**config.mk**
```make
export PLATFORM = sky130hd
export DESIGN_NAME = useq_ctl_flat
export DESIGN_NICKNAME = d
export VERILOG_FILES = /design/src/rtl/useq_ctl_if.sv /design/src/rtl/useq_ctl.sv /design/src/flat_wrapper.sv
export SDC_FILE = /design/constraint.sdc
export NUM_CORES = 1
export LEC_CHECK = 0
export ABC_AREA = 1
export CAP_MARGIN = 5
export CORE_UTILIZATION = 56
export DETAILED_ROUTE_END_ITERATION = 10
export PLACE_DENSITY_LB_ADDON = 0.1
export SETUP_SLACK_MARGIN = 0.2
export SLEW_MARGIN = 20
export SYNTH_ARGS = -nofsm -noshare
export SYNTH_HDL_FRONTEND = slang
export SYNTH_SLANG_ARGS = --single-unit
export TNS_END_PERCENT = 20
```
**constraint.sdc**
```tcl
create_clock -name m_clk_l -period 4 [get_ports m_clk_l]
set_clock_uncertainty 0.2 [all_clocks]
set_input_delay 0.8 -clock m_clk_l [delete_from_list [all_inputs] [get_ports m_clk_l]]
set_output_delay 0.8 -clock m_clk_l [all_outputs]
set_load 0.02 [all_outputs]
```
**src/rtl/useq_ctl_if.sv**
```systemverilog
// rtl/useq_ctl_if.sv - microsequencer control-store/datapath signal bundle
interface useq_ctl_if;
    logic [13:0] cs_next_h;
    logic        cs_jsr_h;
    logic [5:0]  cs_but_h;
    logic [7:0]  utest_h;
    logic [3:0]  disp_h;
    logic        utrap_req_h;
    logic [13:0] utrap_vec_h;
    logic        stall_h;
    logic [13:0] cs_addr_h;
    logic        dis_hi_next_h;
    logic        utrap_ack_h;
    logic        stk_ovf_h;
    logic        stk_unf_h;

    modport slave (
        input  cs_next_h, cs_jsr_h, cs_but_h, utest_h, disp_h,
        input  utrap_req_h, utrap_vec_h, stall_h,
        output cs_addr_h, dis_hi_next_h, utrap_ack_h, stk_ovf_h, stk_unf_h
    );

    modport master (
        output cs_next_h, cs_jsr_h, cs_but_h, utest_h, disp_h,
        output utrap_req_h, utrap_vec_h, stall_h,
        input  cs_addr_h, dis_hi_next_h, utrap_ack_h, stk_ovf_h, stk_unf_h
    );
endinterface

```
**src/rtl/useq_ctl.sv**
```systemverilog
// rtl/useq_ctl.sv - next-address sequencer with return stack and microtrap entry
module useq_ctl #(
    parameter int          STK_DEPTH = 8,
    parameter logic [13:0] RESET_VEC = 14'h0000
) (
    input  logic       m_clk_l,
    input  logic       reset_l,
    useq_ctl_if.slave  bus
);
    localparam int            PW         = $clog2(STK_DEPTH);
    localparam logic [PW:0]   DEPTH_FULL = (PW + 1)'(STK_DEPTH);

    logic [13:0]   cs_addr_q, cs_addr_d;
    logic          dis_q, dis_d;
    logic          ovf_q, ovf_d;
    logic          unf_q, unf_d;
    logic [PW-1:0] ptr_q, ptr_d;
    logic [PW:0]   depth_q, depth_d;
    logic [13:0]   stk_q [STK_DEPTH];

    logic          take_trap, do_pop, do_push;
    logic [13:0]   top_data;
    logic [PW-1:0] ptr_pop;
    logic [PW:0]   depth_pop;
    logic          wr_en;
    logic [PW-1:0] wr_ptr;
    logic [13:0]   wr_data;

    assign take_trap = bus.utrap_req_h & ~bus.stall_h;
    assign do_pop    = ~bus.stall_h & ~bus.utrap_req_h & (bus.cs_but_h == 6'h01);
    assign do_push   = ~bus.stall_h & (bus.utrap_req_h | bus.cs_jsr_h);
    assign top_data  = (depth_q == '0) ? 14'h0000 : stk_q[ptr_q];

    // Stack update: a pop (if any) is resolved first, then a push lands on top of that.
    always_comb begin
        ptr_pop   = ptr_q;
        depth_pop = depth_q;
        unf_d     = unf_q;
        ovf_d     = ovf_q;
        wr_en     = 1'b0;
        wr_ptr    = ptr_q;
        wr_data   = 14'h0000;
        if (do_pop) begin
            if (depth_q == '0) begin
                unf_d = 1'b1;
            end else begin
                ptr_pop   = ptr_q - 1'b1;
                depth_pop = depth_q - 1'b1;
            end
        end
        ptr_d   = ptr_pop;
        depth_d = depth_pop;
        if (do_push) begin
            ptr_d   = ptr_pop + 1'b1;
            wr_en   = 1'b1;
            wr_ptr  = ptr_pop + 1'b1;
            // A trap saves the aborted word itself so it re-executes on return.
            wr_data = bus.utrap_req_h ? cs_addr_q : cs_addr_q + 14'd1;
            if (depth_pop == DEPTH_FULL) begin
                ovf_d = 1'b1;
            end else begin
                depth_d = depth_pop + 1'b1;
            end
        end
    end

    always_comb begin
        cs_addr_d = cs_addr_q;
        dis_d     = dis_q;
        if (!bus.stall_h) begin
            dis_d = 1'b0;
            if (bus.utrap_req_h) begin
                cs_addr_d = bus.utrap_vec_h;
                dis_d     = 1'b1;
            end else if (bus.cs_but_h == 6'h01) begin
                cs_addr_d = top_data;
                dis_d     = 1'b1;
            end else if (bus.cs_but_h[5:3] == 3'b010) begin
                cs_addr_d = {bus.cs_next_h[13:1],
                             bus.cs_next_h[0] | bus.utest_h[bus.cs_but_h[2:0]]};
            end else if (bus.cs_but_h == 6'h20) begin
                cs_addr_d = {bus.cs_next_h[13:2], bus.cs_next_h[1:0] | bus.disp_h[1:0]};
            end else if (bus.cs_but_h == 6'h21) begin
                cs_addr_d = {bus.cs_next_h[13:4], bus.cs_next_h[3:0] | bus.disp_h};
            end else begin
                cs_addr_d = bus.cs_next_h;
            end
        end
    end

    always_ff @(posedge m_clk_l or negedge reset_l) begin
        if (!reset_l) begin
            cs_addr_q <= RESET_VEC;
            dis_q     <= 1'b1;
            ovf_q     <= 1'b0;
            unf_q     <= 1'b0;
            ptr_q     <= '0;
            depth_q   <= '0;
        end else begin
            cs_addr_q <= cs_addr_d;
            dis_q     <= dis_d;
            ovf_q     <= ovf_d;
            unf_q     <= unf_d;
            ptr_q     <= ptr_d;
            depth_q   <= depth_d;
        end
    end

    // Stack contents are not reset; depth alone decides what is valid.
    always_ff @(posedge m_clk_l) begin
        if (wr_en) begin
            stk_q[wr_ptr] <= wr_data;
        end
    end

    assign bus.cs_addr_h     = cs_addr_q;
    assign bus.dis_hi_next_h = dis_q;
    assign bus.utrap_ack_h   = take_trap;
    assign bus.stk_ovf_h     = ovf_q;
    assign bus.stk_unf_h     = unf_q;
endmodule

```
**src/flat_wrapper.sv**
```systemverilog
// flat-port wrapper written by rule: the top's interface ports become plain ports
module useq_ctl_flat 
#(
    parameter int          STK_DEPTH = 8,
    parameter logic [13:0] RESET_VEC = 14'h0000
)
  (m_clk_l, reset_l, bus_cs_next_h, bus_cs_jsr_h, bus_cs_but_h, bus_utest_h, bus_disp_h, bus_utrap_req_h, bus_utrap_vec_h, bus_stall_h, bus_cs_addr_h, bus_dis_hi_next_h, bus_utrap_ack_h, bus_stk_ovf_h, bus_stk_unf_h);
  useq_ctl_if bus_i ();
  input  logic m_clk_l;
  input  logic reset_l;
  input wire logic [$bits(bus_i.cs_next_h)-1:0] bus_cs_next_h;
  input wire logic [$bits(bus_i.cs_jsr_h)-1:0] bus_cs_jsr_h;
  input wire logic [$bits(bus_i.cs_but_h)-1:0] bus_cs_but_h;
  input wire logic [$bits(bus_i.utest_h)-1:0] bus_utest_h;
  input wire logic [$bits(bus_i.disp_h)-1:0] bus_disp_h;
  input wire logic [$bits(bus_i.utrap_req_h)-1:0] bus_utrap_req_h;
  input wire logic [$bits(bus_i.utrap_vec_h)-1:0] bus_utrap_vec_h;
  input wire logic [$bits(bus_i.stall_h)-1:0] bus_stall_h;
  output wire logic [$bits(bus_i.cs_addr_h)-1:0] bus_cs_addr_h;
  output wire logic [$bits(bus_i.dis_hi_next_h)-1:0] bus_dis_hi_next_h;
  output wire logic [$bits(bus_i.utrap_ack_h)-1:0] bus_utrap_ack_h;
  output wire logic [$bits(bus_i.stk_ovf_h)-1:0] bus_stk_ovf_h;
  output wire logic [$bits(bus_i.stk_unf_h)-1:0] bus_stk_unf_h;
  assign bus_i.cs_next_h = bus_cs_next_h;
  assign bus_i.cs_jsr_h = bus_cs_jsr_h;
  assign bus_i.cs_but_h = bus_cs_but_h;
  assign bus_i.utest_h = bus_utest_h;
  assign bus_i.disp_h = bus_disp_h;
  assign bus_i.utrap_req_h = bus_utrap_req_h;
  assign bus_i.utrap_vec_h = bus_utrap_vec_h;
  assign bus_i.stall_h = bus_stall_h;
  assign bus_cs_addr_h = bus_i.cs_addr_h;
  assign bus_dis_hi_next_h = bus_i.dis_hi_next_h;
  assign bus_utrap_ack_h = bus_i.utrap_ack_h;
  assign bus_stk_ovf_h = bus_i.stk_ovf_h;
  assign bus_stk_unf_h = bus_i.stk_unf_h;
  useq_ctl #(.STK_DEPTH(STK_DEPTH), .RESET_VEC(RESET_VEC)) u_core (.m_clk_l(m_clk_l), .reset_l(reset_l), .bus(bus_i));
endmodule
```
# ---- Word level (Yosys, flattened, before mapping)
# Memory sizes are Yosys's and may differ from the RTL's.
# Cells that the tools add are included.
dict set report op_classes {
  addsub 5
  n_lt_le_gt_ge 1
  eq_ne 5
  n_mux 23
  bitwise_logic 10
  reduce_logical 3
}
# operator n
set ops {}
lappend ops {{$mux W14} 5}
lappend ops {{$mux W4} 7}
lappend ops {{$add A14 B1 Y14 const B} 1}
lappend ops {{$eq A6 B6 Y1 const B} 2}
lappend ops {{$mux W3} 4}
lappend ops {{$eq A6 B1 Y1 const B} 1}
lappend ops {{$mux W1} 6}
lappend ops {{$add A4 B1 Y4 const B} 1}
lappend ops {{$and A1 B1 Y1} 4}
lappend ops {{$eq A4 B4 Y1 const B} 1}
lappend ops {{$logic_not A4 Y1} 1}
lappend ops {{$lt A3 B4 Y1 const B} 1}
lappend ops {{$or A4 B4 Y4} 1}
lappend ops {{$reduce_and A2 Y1} 2}
lappend ops {{$sub A4 B1 Y4 const B} 1}
lappend ops {{$add A3 B1 Y3 const B} 1}
lappend ops {{$bmux W1 S3} 1}
lappend ops {{$eq A3 B2 Y1 const B} 1}
lappend ops {{$sub A3 B1 Y3 const B} 1}
lappend ops {{$not A1 Y1} 2}
lappend ops {{$or A1 B1 Y1} 2}
lappend ops {{$or A2 B2 Y2} 1}
dict set report totals {
  ff_bits 24
  mem_bits_rw 112
  in_bits 51
  out_inout_bits 18
  wordCells 54
  n_memories 1
}
# name words width rd rd_clocked_by_memory_dff write_ports line
set mem_list {}
lappend mem_list {u_core.stk_q 8 14 1 0 1 useq_ctl.sv:19} ;# logic [13:0] stk_q [STK_DEPTH];

# ---- Depth between registers and ports, before layout
# Gate-level depths: netlist (run 1).
dict set report depth {
  depth_word 7
  mapped_depth 17
}

# ---- Worst setup path after synthesis (run 1)
# OpenSTA, ideal clock, no wires.
dict set report synth_timing {
  path_kind {flip-flop to flip-flop}
  startpoint {register u_core.ptr_q[0]}
  endpoint {memory u_core.stk_q[0][0] (enable)}
  setup_ps 403
  arrival_time_ps 2760
  setup_slack_ps 637
  path_stages_with_launch 14
  path_buffers 2
  period_less_slack_ps 3363
  cell_sequence {dfrtp_1 -> inv_1 -> buf_2 -> clkbuf_1 -> ha_1 -> inv_1 -> nand2_1 -> nand2_1 -> nand2_2 -> nand2_4 -> nand3_2 -> nand3_4 -> nand2_4 -> nor3_1}
}
dict set report synth_between {
  elab_chain_len 5
}
# item line
set synth_lines {}
lappend synth_lines {{from (decl)} useq_ctl.sv:17} ;# logic [PW-1:0] ptr_q, ptr_d;
lappend synth_lines {{from (signal assigned)} useq_ctl.sv:104} ;# ptr_q <= ptr_d;
lappend synth_lines {{$sub A3 B1 Y3} useq_ctl.sv:47} ;# ptr_pop = ptr_q - 1'b1;
lappend synth_lines {{$mux W3} useq_ctl.sv:44} ;# if (depth_q == '0) begin
lappend synth_lines {{$mux W3} useq_ctl.sv:43} ;# if (do_pop) begin
lappend synth_lines {{$add A3 B1 Y3} useq_ctl.sv:56} ;# wr_ptr = ptr_pop + 1'b1;
lappend synth_lines {{$mux W3 *} useq_ctl.sv:53} ;# if (do_push) begin
lappend synth_lines {{to (decl)} useq_ctl.sv:19}
# Every way passes the cells marked *; elsewhere a longest branch is shown, timed or not.

# ---- Final worst setup path (run 1)
dict set report layout_timing {
  startpoint {input port bus_stall_h}
  endpoint {output port bus_utrap_ack_h}
}
dict set report layout_between {
  elab_chain_len 2
}
# item line
set layout_lines {}
lappend layout_lines {{from (decl)} flat_wrapper.sv:18} ;# input wire logic [$bits(bus_i.stall_h)-1:0] bus_stall_h;
lappend layout_lines {{$not A1 Y1} useq_ctl.sv:29} ;# assign take_trap = bus.utrap_req_h & ~bus.stall_h;
lappend layout_lines {{$and A1 B1 Y1} useq_ctl.sv:29}
lappend layout_lines {{to (decl)} flat_wrapper.sv:21} ;# output wire logic [$bits(bus_i.utrap_ack_h)-1:0] bus_utrap_ack_h;
# Every way passes these cells.

==> results of run 1 <==
==> synth_stat cells, drive strengths merged <==
| cell type | number | area share [%] |
|---|---|---|
| dfrtp | 23 | 9.2 |
| buf | 8 | 0.76 |
| nor3 | 7 | 0.56 |
| nor2 | 95 | 6.3 |
| ha | 5 | 1.0 |
| nor3b | 2 | 0.24 |
| nand3b | 1 | 0.12 |
| inv | 37 | 2.2 |
| clkinv | 1 | 0.080 |
| o21a | 2 | 0.24 |
| o221ai | 26 | 3.6 |
| o211ai | 3 | 0.36 |
| o21bai | 2 | 0.24 |
| nand3 | 30 | 3.0 |
| o21ai | 67 | 5.5 |
| xor2 | 4 | 0.56 |
| clkbuf | 19 | 1.1 |
| a31oi | 1 | 0.10 |
| dfstp | 1 | 0.42 |
| nand4 | 10 | 1.1 |
| nand2 | 108 | 7.5 |
| and3 | 1 | 0.10 |
| o2111ai | 9 | 1.3 |
| a21oi | 9 | 0.72 |
| edfxtp | 112 | 54 |
==> layout by cell type, fill, tap and decap left out, types with 6 or more instances in the layout <==
cell / instances
o21ai_0: 63
nand2_1: 94
nor2_1: 88
nand2_2: 8
clkdlybuf4s50_1: 68
clkbuf_16: 16
buf_4: 26
nand3_1: 25
a21oi_1: 9
o2111ai_1: 9
inv_1: 32
o221ai_1: 26
nand4_1: 9
dfrtp_1: 23
nand2_4: 6
edfxtp_1: 112
==> metal layers <==
layer  share of wire (%)  up-vias  routed length, um  global-route usage, %
met2                  48      302               7993                  49.91
met3                 9.9       52               1642                  7.022
met5                   0        -                  0                      0
met1                  39     2370               6404                  39.19
li1                    -     2254                  -                      -
met4                 3.4        0                572                  14.48
==> kinds of logic after synthesis <==
group	count (synthesis)	share of synthesized area (%)
AO/OA/AOI/OAI	119	12.02
flip-flops	136	63.29
XOR/XNOR	4	0.5592
AND/OR/NAND/NOR	254	18.93
buffers and inverters	65	4.194
adder cells (fa/ha/maj)	5	0.9986
==> sequential cells by signal, summed over array words and instances, names as in the netlist <==
signal,flops
u_core.depth_q,4
u_core.stk_q,112
u_core.bus.dis_hi_next_h,1
u_core.bus.stk_ovf_h,1
u_core.ptr_q,3
u_core.bus.cs_addr_h,14
u_core.bus.stk_unf_h,1
==> final cells by class <==
class                           count  area (um2)
Timing Repair Buffer               94       875.8
Sequential cell                   136        3965
Multi-Input combinational cell    382        2047
Tap cell                          140       175.2
Clock buffer                       23       446.7
Inverter                           38       143.9
Clock inverter                      9       150.1
Fill cell                         767        3084
==> critical path: stages <==
cell	delay, ns
clkdlybuf4s50_1	0.62
nor2_1	0.27
clkdlybuf4s50_1	0.64
==> stage by stage <==
step	instance area (um2)	utilization [%]	std cells
final	7804	71.67	822
after global routing	7804	71.67	822
after floorplan	6265	-	583
after global placement	7207	66.19	790
after CTS	7804	71.67	822
after detailed placement	7207	66.19	790
==> worst paths after layout <==
kind                                                 end  cells after the start            startpoint  slack (ns)
worst max-delay path                     bus_utrap_ack_h                      3           bus_stall_h        0.68
worst min-delay path                u_core.bus.stk_ovf_h                      1  u_core.bus.stk_ovf_h        0.28
worst max register to register       u_core.stk_q[3][13]                     15       u_core.ptr_q[1]        1.32
worst min register to register      u_core.bus.stk_ovf_h                      1  u_core.bus.stk_ovf_h        0.28
max in group asynchronous       u_core.bus.dis_hi_next_h                      2               reset_l        2.83
min in group asynchronous              u_core.depth_q[3]                      2               reset_l        0.47
==> power by group <==
group	total, uW	switching, uW	internal, uW	leakage [uW]
registers	1740	66.9	1680	0.00133
logic	1060	698	359	0.00132
clock network	1580	553	1030	0.000286
total	4380	1320	3060	0.00293
==> results.yml, run 1 <==
synthesis:
  ys.warnings.count: 0
  postSynthCellCount: 583
  avgSynthCellArea_um2: 10.75
  synth.cell_area_um2: 6265
  ys_types: 39
  syn_nets: 639
  synth_seq_area_share_pct: 63.29
  synth_seq_cells: 136
setup_path:
  cp-start-kind: "input pin"
  end_kind: "output port"
  required_ns: 3.00
  worstPathMaxFanout: 11
  crit_arrival_ns: 2.32
  worstSetupPathType: "input pin to output port"
clock_tree:
  cts-root-buf: "clkbuf_8"
  htree_levels: 4
  clk_latency_ns: 0.53
  clk_pin_slew_ns: 0.06
  cts_setup_buffers: 0
  numCtsBuffers: 17
  clkSinkCount: 136
  clk_path_buf_depth: 2
  cts_hold_buf: 0
  cts-resized-gates: 0
  cts_tree: "yes"
die:
  fp.dieH_um: 107.8
  die_w_um: 107.8
  core_um2: 10890
  die_area_um2: 11610
  rows: 38
  start_util_pct: 57.54
  io_pins: 69
detailed_routing:
  drt_wl_total_mm: 16.61
  drtIter0Drc: 565
  via_per_inst: 6.056
  drtPass1Iterations: 5
  drc: 0
  vias: 4978
  ant_nets: 0
  wl_per_cell_um: 20.21
sta:
  slew_viol_final: 0
  min_period_ns: 3.323
  fin_setup_tns_ns: 0
  setup_viol: 0
  period_share_pct: 83.07
  fmax_mhz: 300.9
  rsz0062_at_grt: "no"
  slew_headroom_pct: 53.11
  hold_violations: 0
  worstMarginPinSlew_ns: 0.7008
  layout_setup_ws_ns: 0.6772
  whs_ns: 0.2769
cells_and_area:
  drive_gt1_share_pct: 13.34
  final_nets: 725
  area_growth_syn_to_layout_pct: 24.57
  n_antenna_cell: 0
run:
  drv_cap: 0
pwr:
  p_leak_uw: 0.002934
  p_total_uw: 4379
  peakVddDrop_v: 0.0003591
  p_per_area_nw_per_um2: 561.1
global_route:
  grt_pass1_wl_mm: 25.53
  overflow: 0
  grt_pass1_vias: 4863
  antenna_found_initial: 0
  track_usage_pct: 30.76
  grt_max_degree: 59
outcome:
  status: "complete, no violations"
placement:
  hpwlAfterDp_mm: 11.03
  gp_congestion: 0.8423
  portBuffers: 68
  place_ws_ns: 0.5094
hold_path:
  min_path_type: "flip-flop to flip-flop"
Note: power is estimated with default switching activity, not from simulation.
==> run 2, diff against run 1 <==
--- a/config.mk
+++ b/config.mk
@@ -7,7 +7,7 @@
 export LEC_CHECK = 0
 export ABC_AREA = 1
 export CAP_MARGIN = 5
-export CORE_UTILIZATION = 56
+export CORE_UTILIZATION = 51
 export DETAILED_ROUTE_END_ITERATION = 10
 export PLACE_DENSITY_LB_ADDON = 0.1
 export SETUP_SLACK_MARGIN = 0.2
==> constraint.sdc (replaced) <==
create_clock -name m_clk_l -period 3.05 [get_ports m_clk_l]
set_clock_uncertainty 0.2 [all_clocks]
set_input_delay 0.61 -clock m_clk_l [delete_from_list [all_inputs] [get_ports m_clk_l]]
set_output_delay 0.61 -clock m_clk_l [all_outputs]
set_load 0.02 [all_outputs]
==> run 2 against run 1 <==
Compared with the run above: critical path depth grew 2; via count increased by 0.94%; first-iteration DRC count decreased by 28%; critical path type unchanged; count of clock-buffer cells in the layout decreased by 6; sequential cell count unchanged; worst hold slack improved by 0.00055 ns; largest cell class unchanged.
==> results.yml, run 2 (synthesized netlist as in run 1, its figures left out) <==
setup_path:
  worstSetupPathType: "input pin to output port"
  cp-start-kind: "input pin"
  worstPathMaxFanout: 5
  required_ns: 2.24
  end_kind: "output port"
  crit_arrival_ns: 1.91
global_route:
  grt_max_degree: 59
  overflow: 0
  antenna_found_initial: 0
  grt_pass1_wl_mm: 27.40
  grt_pass1_vias: 5056
  track_usage_pct: 29.58
die:
  rows: 40
  fp.dieH_um: 112.8
  start_util_pct: 52.16
  core_um2: 12010
  io_pins: 69
  die_area_um2: 12730
  die_w_um: 112.8
cells_and_area:
  stdcell_count: 852
  final_nets: 748
  area_growth_syn_to_layout_pct: 27.70
  drive_gt1_share_pct: 17.16
  top_register: "u_core.stk_q"
  fin_util_pct: 66.60
  n_antenna_cell: 0
  mostFrequentLayoutCells: "edfxtp_1 (112), nand2_1 (94), nor2_1 (86), clkdlybuf4s50_1 (67), o21ai_0 (63)"
  largest_reg_flops: 112
  final_common_cell: "edfxtp_1"
pwr:
  peakVddDrop_v: 0.0004174
  p_leak_uw: 0.003047
  p_total_uw: 5766
  p_per_area_nw_per_um2: 720.7
sta:
  hold_violations: 0
  fmax_mhz: 368.1
  fin_setup_tns_ns: 0
  setup_viol: 0
  period_share_pct: 89.06
  whs_ns: 0.2775
  min_period_ns: 2.716
  rsz0062_at_grt: "no"
  slew_headroom_pct: 35.99
  worstMarginPinSlew_ns: 0.9528
  slew_viol_final: 0
outcome:
  status: "complete, no violations"
detailed_routing:
  wl_per_cell_um: 20.59
  drtPass1Iterations: 5
  ant_nets: 0
  drt_wl_total_mm: 17.54
  via_per_inst: 5.898
  vias: 5025
  drc: 0
  drtIter0Drc: 408
clock_tree:
  cts_hold_buf: 0
  htree_levels: 4
  cts_setup_buffers: 0
  numCtsBuffers: 17
  cts-root-buf: "clkbuf_16"
  cts-resized-gates: 1
  clkSinkCount: 136
  cts_tree: "yes"
  clk_path_buf_depth: 2
  clk_pin_slew_ns: 0.06
  clk_latency_ns: 0.41
placement:
  gp_congestion: 0.8379
  hpwlAfterDp_mm: 11.79
  placed_cells: 820
  portBuffers: 68
run:
  drv_cap: 0
hold_path:
  min_path_type: "flip-flop to flip-flop"
==> run 2: changes by cell type in the layout (fill, tap and decap cells not counted), moves of 2 or more <==
cell,delta
buf_4,+22
bufinv_16,-2
clkbuf_1,-5
clkbuf_8,-2
clkinv_2,-2
clkinv_4,+2
clkinvlp_4,+2
inv_6,+6
nor2_1,-2
==> run 2: power breakdown <==
group	internal, uW	total [uW]	switching, uW
registers	2200	2300	99.5
logic	491	1420	931
clock network	1220	2050	828
total	3910	5770	1860
==> run 2: cell type report <==
| class | instances | area [um2] |
|---|---|---|
| Fill cell | 916 | 4011 |
| Sequential cell | 136 | 3965 |
| Multi-Input combinational cell | 382 | 2057 |
| Timing Repair Buffer | 117 | 1060 |
| Clock buffer | 17 | 425.4 |
| Tap cell | 147 | 183.9 |
| Clock inverter | 15 | 165.2 |
| Inverter | 38 | 143.9 |
==> run 2: path summary, 6_finish.rpt <==
check	from	to	slack [ns]	cells past startpoint
max	bus_utrap_req_h	bus_utrap_ack_h	0.33	5
min	u_core.bus.stk_unf_h	u_core.bus.stk_unf_h	0.28	1
max reg2reg	u_core.ptr_q[1]	u_core.stk_q[7][13]	0.38	16
min reg2reg	u_core.bus.stk_unf_h	u_core.bus.stk_unf_h	0.28	1
max in group asynchronous	reset_l	u_core.bus.dis_hi_next_h	1.93	2
min in group asynchronous	reset_l	u_core.bus.stk_unf_h	0.39	2
==> run 2: metrics by stage <==
step | instance area (um2) | setup WS [ns]
floorplan | 6275 | 0.001964
global placement | 7401 | 0.002144
detailed placement | 7401 | -0.07636
CTS | 7990 | 0.3154
global route | 8000 | 0.2144
finish | 8000 | 0.3337
==> run 2: critical path, cell delays in order <==
cell and delay [ns]:
clkdlybuf4s50_1 0.57, inv_2 0.05, buf_4 0.15, nor2_1 0.16, dlygate4sd2_1 0.36
==> run 2: routing by layer <==
metal / global-route usage [%] / part of all wire [%] / vias up
met5: 0 / 0 / -
met4: 12.36 / 2.2 / 0
met3: 8.463 / 9.3 / 33
met2: 45.76 / 47 / 264
met1: 39.40 / 41 / 2429
li1: - / - / 2299
==> run 3, diff against run 2 <==
==> constraint.sdc (replaced) <==
create_clock -name m_clk_l -period 3.05 [get_ports m_clk_l]
set_clock_uncertainty 0.2 [all_clocks]
set_input_delay 0.61 -clock m_clk_l [delete_from_list [all_inputs] [get_ports m_clk_l]]
set_output_delay 0.61 -clock m_clk_l [all_outputs]
set_load 0.01 [all_outputs]
==> run 3 against run 2 <==
Compared with the run above: total power decreased by 0.38%; highest routed layer unchanged; non-clock buffer count grew 5; clock power hardly changed; maximum frequency up 0.33%.
==> results.yml, run 3 (synthesized netlist as in run 1, its figures left out) <==
outcome:
  status: "complete, no violations"
detailed_routing:
  wl_met1_mm: 7.085
  vias: 5003
  ant_nets: 0
  wl_per_cell_um: 20.20
  wl_met3_mm: 1.584
  drtIter0Drc: 636
  drtPass1Iterations: 7
  highest_layer: "met4"
  met2_length_mm: 8.364
  drt_wl_total_mm: 17.31
  drc: 0
  via_per_inst: 5.838
sta:
  fmax_mhz: 369.3
  hold_violations: 0
  layout_setup_ws_ns: 0.3425
  rsz0062_at_grt: "no"
  whs_ns: 0.2800
  setup_viol: 0
  min_period_ns: 2.707
  slew_viol_final: 0
  period_share_pct: 88.77
  worstMarginPinSlew_ns: 0.8416
  slew_headroom_pct: 43.46
die:
  rows: 40
  core_um2: 12010
  fp.dieH_um: 112.8
  start_util_pct: 52.16
  die_w_um: 112.8
  die_area_um2: 12730
  io_pins: 69
cells_and_area:
  stdcell_count: 857
  top_register: "u_core.stk_q"
  n_antenna_cell: 0
  largest_reg_flops: 112
  final_common_cell: "edfxtp_1"
  mostFrequentLayoutCells: "edfxtp_1 (112), nand2_1 (94), nor2_1 (87), clkdlybuf4s50_1 (67), o21ai_0 (63)"
  area_growth_syn_to_layout_pct: 28.08
  drive_gt1_share_pct: 17.04
  final_nets: 753
pwr:
  peakVddDrop_v: 0.0004696
  p_per_area_nw_per_um2: 715.8
  p_total_uw: 5743
  p_leak_uw: 0.003094
setup_path:
  critPathBufInv: 3
  crit_arrival_ns: 2.62
  reg2reg_slack_ns: 0.52
  rr_worst_depth: 15
  crit_family: "simple AND/OR/NAND/NOR gates"
  timing.rr.end: "u_core.stk_q[7][12]"
  path_cells: "clkdlybuf4s50_1, buf_4, nor2_2, nand4_2, nand2_1, nand2_4, nand2_4, nand3_2, nand2_4, nand3_2, nor2_1, buf_4"
  worstPathMaxFanout: 9
  cp-start-kind: "input pin"
  cp_common_cell: "nand2_4"
  required_ns: 2.96
  cp_slowest_cell: "clkdlybuf4s50_1"
  end_kind: "flip-flop"
  crit-reg2reg-launch: "u_core.depth_q[0]"
  slowest_delay_ns: 0.46
  worstSetupPathType: "input pin to flip-flop"
clock_tree:
  cts_setup_buffers: 0
  cts-root-buf: "clkbuf_16"
  numCtsBuffers: 17
  clk_latency_ns: 0.41
  clk_pin_slew_ns: 0.06
  clk_path_buf_depth: 2
  htree_levels: 4
  cts_tree: "yes"
  clkSinkCount: 136
placement:
  portBuffers: 68
  placed_cells: 825
  hpwlAfterDp_mm: 11.66
  place_ws_ns: -0.1221
  gp_congestion: 0.8583
global_route:
  grt_pass1_vias: 4884
  antenna_found_initial: 0
  track_usage_pct: 28.86
  grt_pass1_wl_mm: 26.91
  overflow: 0
  grt_max_degree: 59
hold_path:
  hold_end: "u_core.bus.stk_ovf_h"
  holdCritStartpoint: "u_core.bus.stk_ovf_h"
  min_path_type: "flip-flop to flip-flop"
  hold_depth: 1
run:
  drv_cap: 0
==> run 3: worst max-delay path by stage <==
stage	from	endpoint	slack, ns	cells after the start
final	bus_utrap_req_h	u_core.stk_q[3][7]	0.34	12
after global routing	bus_cs_but_h[5]	u_core.stk_q[7][12]	0.22	11
after CTS	bus_utrap_req_h	bus_utrap_ack_h	0.21	5
after detailed placement	bus_utrap_req_h	u_core.stk_q[3][2]	-0.12	12
after global placement	bus_utrap_req_h	u_core.stk_q[4][1]	-0.05	14
after floorplan	u_core.ptr_q[0]	u_core.stk_q[4][0]	0.002	15
==> run 3: power by group <==
part	total [uW]	internal, uW	switching, uW
registers	2290	2200	87.5
clock network	2050	1300	748
logic	1410	496	915
==> run 3: per-stage QoR <==
step	area, um2	setup TNS (ns)	util (%)
after floorplan	6275	0	-
after global placement	7426	-1.920	61.82
after detailed placement	7426	-8.251	61.82
after CTS	8019	0	66.76
after global routing	8024	0	66.80
final	8024	0	66.80
==> run 3: area by class of cell <==
| type | instances | area (um2) |
|---|---|---|
| tap | 147 | 183.9 |
| fill | 940 | 3988 |
| sequential | 136 | 3965 |
| inverter | 38 | 143.9 |
| clock inverter | 13 | 150.1 |
| timing repair buffer | 122 | 1089 |
| clock buffer | 19 | 442.9 |
| multi-input combinational | 382 | 2049 |
==> run 3: timing repair <==
item                                    in CTS  in global routing
hold buffers                                 0                  0
resized for setup                            0                  2
endpoints found under the setup margin       0                 66
==> run 3: worst register-to-register path: stages, from the launching register on <==
cell and delay (ns):
dfrtp_1 0.40, inv_1 0.07, ha_1 0.24, nand2_1 0.20
nand2_1 0.10, nand2_1 0.07, inv_1 0.06, nand2_2 0.06
nand2_4 0.08, nand2_4 0.06, nand2_2 0.07, nand3_4 0.09
nand2_4 0.12, nand2_2 0.06, nor2_1 0.13, buf_4 0.22
==> run 3: metal layers <==
metal  up-vias  GRT usage, %
met5         -             0
met4         0         9.600
met3        30         5.785
met2       271         47.37
met1      2392         38.71
li1       2310             -
